`config.mk`:
```
export PLATFORM = sky130hd
export DESIGN_NAME = anim_sequencer
export DESIGN_NICKNAME = d
export VERILOG_FILES = /design/src/rtl/anim_sequencer.sv
export SDC_FILE = /design/constraint.sdc
export NUM_CORES = 1
export LEC_CHECK = 0
export CAP_MARGIN = 10
export CORE_MARGIN = 2
export CORE_UTILIZATION = 52
export CTS_BUF_LIST = sky130_fd_sc_hd__clkbuf_16
export DETAILED_ROUTE_END_ITERATION = 8
export PLACE_DENSITY = 0.86
export RECOVER_POWER = 25
export SLEW_MARGIN = 25
export SYNTH_ARGS = -nofsm -noshare
export SYNTH_HDL_FRONTEND = slang
export SYNTH_SLANG_ARGS = --single-unit
```
`constraint.sdc`:
```
create_clock -name px_clk -period 3.25 [get_ports px_clk]
set_input_delay 0.65 -clock px_clk [delete_from_list [all_inputs] [get_ports px_clk]]
set_output_delay 0.65 -clock px_clk [all_outputs]
set_load 0.05 [all_outputs]
```
`src/rtl/anim_sequencer.sv`:
```
// anim_sequencer: animation frame scheduler advancing frame_index on a programmable period, applied at vblank_start
// Ports: px_clk/reset (async, active-high); vblank_start pulse; cmd_valid/cmd_ready/cmd_op/cmd_arg command port
// (0=PLAY 1=PAUSE 2=STEP 3=SET_PERIOD); frame_index, frame_tick, running outputs.
module anim_sequencer #(
    parameter int NUM_FRAMES     = 12,
    parameter int PERIOD_W       = 22,
    parameter int DEFAULT_PERIOD = 2_835_000
) (
    input  logic                          px_clk,
    input  logic                          reset,
    input  logic                          vblank_start,
    input  logic                          cmd_valid,
    output logic                          cmd_ready,
    input  logic [1:0]                    cmd_op,
    input  logic [PERIOD_W-1:0]           cmd_arg,
    output logic [$clog2(NUM_FRAMES)-1:0] frame_index,
    output logic                          frame_tick,
    output logic                          running
);
    localparam int IW = $clog2(NUM_FRAMES);
    localparam logic [1:0] OP_PLAY = 2'd0, OP_PAUSE = 2'd1, OP_STEP = 2'd2, OP_SET = 2'd3;
    typedef enum logic [1:0] {RUN, PAUSED, STEP_WAIT} state_t;
    state_t state, state_d;
    logic [PERIOD_W-1:0] period_q, period_d, count_q, count_d;
    logic [IW-1:0] index_d;
    logic pending_q, pending_d, expiry, advance, fire;
    always_comb begin
        fire    = cmd_valid && cmd_ready;
        expiry  = state == RUN && count_q == period_q - PERIOD_W'(1);
        // advance decision uses the pre-command state, so a same-cycle PAUSE still honours a pending advance
        advance = vblank_start && ((state == RUN && (pending_q || expiry)) || state == STEP_WAIT);
        state_d = state;
        if (state == STEP_WAIT && vblank_start)
            state_d = PAUSED;
        else if (fire && cmd_op == OP_PLAY && state == PAUSED)
            state_d = RUN;
        else if (fire && cmd_op == OP_PAUSE && state == RUN)
            state_d = PAUSED;
        else if (fire && cmd_op == OP_STEP && state == PAUSED)
            state_d = STEP_WAIT;
        count_d   = (fire && cmd_op == OP_SET) ? '0 : state != RUN ? count_q : expiry ? '0 : count_q + PERIOD_W'(1);
        pending_d = (advance || (fire && cmd_op == OP_PAUSE)) ? 1'b0 : expiry ? 1'b1 : pending_q;
        period_d  = (fire && cmd_op == OP_SET) ? (cmd_arg < PERIOD_W'(2) ? PERIOD_W'(2) : cmd_arg) : period_q;
        index_d   = !advance ? frame_index : frame_index == IW'(NUM_FRAMES - 1) ? '0 : frame_index + IW'(1);
    end
    always_ff @(posedge px_clk or posedge reset) begin
        if (reset) begin
            state       <= RUN;
            period_q    <= PERIOD_W'(DEFAULT_PERIOD);
            count_q     <= '0;
            pending_q   <= 1'b0;
            frame_index <= '0;
            frame_tick  <= 1'b0;
        end else begin
            state       <= state_d;
            period_q    <= period_d;
            count_q     <= count_d;
            pending_q   <= pending_d;
            frame_index <= index_d;
            frame_tick  <= advance;
        end
    end
    assign cmd_ready = state != STEP_WAIT;
    assign running   = state == RUN;
endmodule

```
After elaboration in Yosys (flattened, before gate mapping)

Index checks and enable logic that the tools add are counted.

Add/subtract/negate cells: 3
Order comparisons: 1
Eq/ne operators: 9
Multiplexer cells: 11
Reductions and logical operators: 20

Operators with widths:

| cell                  | number |
|---|---|
| $mux 22               | 4 |
| $add 22x1->22 const B | 1 |
| $eq 22x22->1          | 1 |
| $lt 22x2->1 const B   | 1 |
| $sub 22x1->22 const B | 1 |
| $logic_and 1x1->1     | 12 |
| $mux 2                | 4 |
| $eq 2x2->1 const B    | 3 |
| $add 4x1->4 const B   | 1 |
| $eq 2x1->1 const B    | 2 |
| $eq 4x4->1 const B    | 1 |
| $logic_not 2->1       | 2 |
| $mux 4                | 1 |
| $ne 2x2->1 const B    | 2 |
| $reduce_bool 2->1     | 2 |
| $reduce_bool 4->1     | 1 |
| $logic_or 1x1->1      | 3 |
| $mux 1                | 2 |

Flip-flop bits (word level): 52
Bits of input ports: 28
Output and inout port bits: 7

Longest topological paths before layout

Word-level depth: 9
Mapped depth: 12
Gate-level depth less buffers: 10

Worst setup path before layout

No wires, ideal clock.

Path kind: register to register
From: register period_q[9]
To: register frame_index[2]
Arrival time: 3.129 ns
Slack: -0.007 ns
Stages on the path, launching flop included: 12
Buffers on the path: 3
Clock period less this slack: 3.257 ns
Cell sequence: dfstp_2 > buf_6 > or4_4 > buf_6 > or4_4 > or4b_1 > o211ai_1 > nand4_1 > nor4_2 > buf_4 > o311ai_1 > mux2_1

Longest elaborated chain between the ends: 7

RTL lines:

| what                     | RTL line | source |
|---|---|---|
| start: declaration       | 24       | `logic [PERIOD_W-1:0] period_q, period_d, count_q, count_d;` |
| start signal: assignment | 49       | `period_q <= PERIOD_W'(DEFAULT_PERIOD);` |
| start signal: assignment | 56       | `period_q <= period_d;` |
| $sub 22x1->22            | 29       | `expiry = state == RUN && count_q == period_q - PERIOD_W'(1);` |
| $eq 22x22->1             | 29       |  |
| $logic_and 1x1->1        | 29       |  |
| $logic_or 1x1->1         | 31       | `advance = vblank_start && ((state == RUN && (pending_q \|\| expiry)) \|\| state == STEP_WAIT);` |
| $logic_and 1x1->1        | 31       |  |
| $logic_or 1x1->1         | 31       |  |
| $logic_and 1x1->1        | 31       |  |
| end signal: assignment   | 59       | `frame_index <= index_d;` |
| end: declaration         | 16       | `output logic [$clog2(NUM_FRAMES)-1:0] frame_index,` |

Every way passes these cells.
A chain may end at the register's enable or synchronous reset.

Final worst setup path

From: register period_q[8]
To: register frame_index[2]

Same word-level chain as after synthesis.

==> qor.tcl <==
set qor(synth-xor-area-share) 0.0860
set qor(floorplan.rows) 29
set qor(synth-async-reset-ratio) 1.00
set qor(dp_cells) 475
set qor(pwr-share-seq) 0.382
set qor(synth_top_area_share) 0.320
set qor(synth-seq-area-share) 0.391
set qor(syn_area_per_cell_um2) 9.46
set qor(cts-root-to-sink-buffers) 2
set qor(post_synth_inst_count) 355
set qor(dp_hpwl_mm) 6.07
set qor(unrepaired_setup_endpoints_after_global_routing) {true}
set qor(fmaxAchievable_mhz) 307
set qor(gpl.final_weighted_congestion) 0.996
set qor(clk_pin_slew_worst_paths_ns) 0.07
set qor(setup_ws_ns) -0.0110
set qor(setup_violations) 2
set qor(floorplan.io_pins) 35
set qor(critical_path.max_stage_delay_ns) 0.54
set qor(max_cap_viol_count) 0
set qor(yosysUniqueCellTypes) 56
set qor(core_region_area_um2) 6310
set qor(synth.ff_latch_count) 52
set qor(grt.total_usage) 0.250
set qor(switching_power_w) 0.000910
set qor(synth.mux.area_fraction) 0.0883
set qor(cts.root.buffer_cell) {clkbuf_16}
set qor(critPathKind) {register to register}
set qor(cts_htree_levels) 2
set qor(critical_path.max_fanout) 21
set qor(power_density_nw_per_um2) 599
set qor(clock_insertion_delay_worst_skew_ns) 0.29
set qor(die_area_um2) 7120
set qor(tightest_slew_ns) 1.35
set qor(clock_skew_ns) 0.00702
set qor(clockPowerShare) 0.243
set qor(area_growth_syn_to_layout_pct) 22.9
set qor(initial_antenna_violation_count) 0
set qor(fp.dieW_um) 84.4
set qor(cellLeakagePower_nw) 1.69
set qor(synthesis.area_um2) 3360
set qor(drive_above_1_share) 0.204
set qor(grt_remaining_overflow) 0
set qor(grt_first_pass_wirelength_mm) 14.5
set qor(port-buffer-count) 34
set qor(post-synth-top-area-cell) {dfrtp_1}
set qor(num_vias) 3037
set qor(viasPerCell) 6.29
set qor(antenna_left) 0
set qor(path_cells) {or4_4, or4_4, or4b_4, o211ai_1, nand4_1, nor4_4, buf_12, o311ai_2, mux2_1}
set qor(synth_top_family_by_area) {simple AND/OR/NAND/NOR gates}
set qor(critical_path.startpoint_type) {register}
set qor(pins_over_their_slew_limit) 0
set qor(total_power_w) 0.00247
set qor(drt_wl_total_mm) 8.73
set qor(normalized_max_slew_margin) 0.0980
set qor(cts_tree) {yes}
set qor(routed_wire_length_per_instance_um) 18.1
set qor(fin_crit_ns) 3.26
set qor(net_count_synth) 386
set qor(required_time_of_the_critical_path_ns) 3.42
set qor(holdCritPathClass) {register to register}
set qor(multiInputGateArea_um2) 1940
set qor(synth-main-ff-cell) {dfrtp_1}
set qor(power.internal_w) 0.00156
set qor(cts_hold_buf) 0
set qor(nFillCells) 488
set qor(drt_iter0_markers) 295
set qor(critical-path-top-cell-by-count) {or4_4}
set qor(hold-worst-slack_ns) 0.572
set qor(critPathCaptureType) {register}
set qor(dr.pass1.iters) 5
set qor(first_global_vias) 2972
set qor(worst_path_buffer_plus_inverter_count) 1
set qor(synth-adder-area-share) 0.0112
set qor(layout.cells.non_filler) 483
set qor(initial_utilization) 0.532
set qor(ys.warnings.count) 0
set qor(finalCritPeriodShare) 1.00
set qor(clock_sink_count) 52
set qor(post_cts_buffers) 0
set qor(fp.dieH_um) 84.4
set qor(post_synth_main_area_contributors) {dfrtp_1, dfstp_2, mux2_2}
set qor(crit_arrival_ns) 3.44
set qor(post_synth_and_or_nand_nor_area_fraction) 0.242
set qor(vdd_drop_max_mv) 0.314
set qor(number_of_cts_inserted_buffers) 5
set qor(synth_compound_area_frac) 0.135
set qor(pwr-share-comb) 0.375
set qor(switching_share) 0.368
set qor(final_net_count) 436
set qor(dp_worst_setup_slack_ns) -0.0163
set qor(status) {finished with violations}
set qor(hold_violations) 0
set qor(synth_enable_flop_cells) 0
set qor(failed_checks) {setup timing}
set qor(register_area_um2) 1310
set qor(antenna-diode-count) 0
set qor(timing.critical_path.max_delay_family) {simple AND/OR/NAND/NOR gates}
set qor(timing.critical_path.slowest_stage_cell) {or4_4}
set qor(pin_count_of_the_biggest_net_entering_global_routing) 53
set qor(route.detailed.drc) 0
set qor(r2r_slack_ns) -0.01
cell usage after synthesis (2+ instances only):
library cell / number
nor4b_1: 10
dfstp_2: 9
or3_1: 3
a211oi_1: 2
or4_1: 6
dfrtp_1: 43
a21o_1: 10
a31oi_1: 3
clkbuf_1: 14
mux2_4: 2
nand3_1: 14
nand2_1: 28
a311oi_1: 2
a21oi_1: 6
nand3b_1: 4
nor2_1: 22
nand4_1: 7
inv_1: 14
buf_6: 4
nand4b_1: 2
mux2i_1: 3
o211ai_1: 2
mux2_2: 20
or4b_1: 2
nor4_1: 10
or4_4: 2
nor3_1: 16
or2_2: 4
o31ai_1: 10
nand2b_1: 3
xnor2_1: 20
nor2b_1: 3
ha_1: 3
xor2_1: 13
o21ai_0: 13
o22ai_1: 2
and3_1: 5
per-layer routing:
metal	GRT usage	vias to the layer above	wire (um)
met3	0.0344	29	430
met4	0.0736	0	204
li1	-	1415	-
met2	0.417	132	4340
met5	0	-	0
met1	0.344	1461	3750
worst paths after layout:
path                                   from        endpoint  depth (start not counted)
worst max-delay path            period_q[8]  frame_index[2]                          9
worst max register to register  period_q[8]  frame_index[2]                          9
max in group asynchronous             reset     period_q[8]                          3
worst min-delay path            period_q[1]     period_q[1]                          2
worst min register to register  period_q[1]     period_q[1]                          2
min in group asynchronous             reset        state[0]                          3
stage by stage:
step                setup TNS [ns]  cell area, um2  utilization
finish                     -0.0126            4130        0.654
global route                 -1.14            4130        0.654
CTS                              0            4110        0.651
detailed placement         -0.0322            3940        0.624
global placement                 0            3940        0.624
floorplan                        0            3380            -
layout make-up:
| type | count | area share |
|---|---|---|
| clock inverters | 3 | 0.00939 |
| clock buffers | 5 | 0.0303 |
| flip-flops and latches | 52 | 0.318 |
| inverters | 14 | 0.0127 |
| well taps | 77 | 0.0233 |
| repair buffers | 62 | 0.136 |
| multi-input cells | 270 | 0.471 |
power groups by stage:
stage / sequential (W) / combinational [W] / clock, W
finish: 0.000946 / 0.000927 / 0.000601
global route: 0.000968 / 0.00100 / 0.000631
CTS: 0.000940 / 0.000906 / 0.000606
detailed placement: 0.000949 / 0.000898 / 0
global placement: 0.000940 / 0.000859 / 0
floorplan: 0.000973 / 0.000560 / 0
flip-flops by register name, summed over array words and instances (netlist names):
signal / cells
count_q: 22
pending_q: 1
frame_index: 4
state: 2
frame_tick: 1
period_q: 22
tightest hold or removal path, delay by kind of cell, from the launching register on:
family          cells  cell delay, ns
flops               1            0.39
buf+inv             1            0.08
compound gates      1            0.07
repair_timing:
action	in CTS	in global routing
pin swaps	1	2
resized for setup	1	5
endpoints found under the setup margin	22	26
cell usage in the layout, fill, tap and decap left out, drive strengths merged, types with 3 or more instances in the layout:
master / instances
buf: 27
mux2: 23
mux2i: 3
nand3: 14
xnor2: 20
a31oi: 3
o31ai: 11
nand3b: 4
nor2: 22
nor3: 16
dfstp: 9
or4: 8
inv: 14
clkbuf: 6
nor4: 11
a21oi: 6
o21ai: 13
dfrtp: 43
ha: 3
nand4: 7
xor2: 13
nand2: 28
or4b: 3
nor2b: 3
or3: 4
and3: 5
clkdlybuf4s50: 32
nand2b: 3
or2: 4
nor4b: 10
a21o: 10
logic make-up (layout without fill, tap and decap cells):
logic type,count (synthesis),in the layout
muxes,26,26
AOI/OAI and AO/OA,64,64
buffers and inverters,33,84
adders and majority gates,3,3
and+or+nand+nor,144,144
xor gates and xnor gates,33,33
DFF,52,52
No activity file was read; power rests on OpenSTA's default activity.
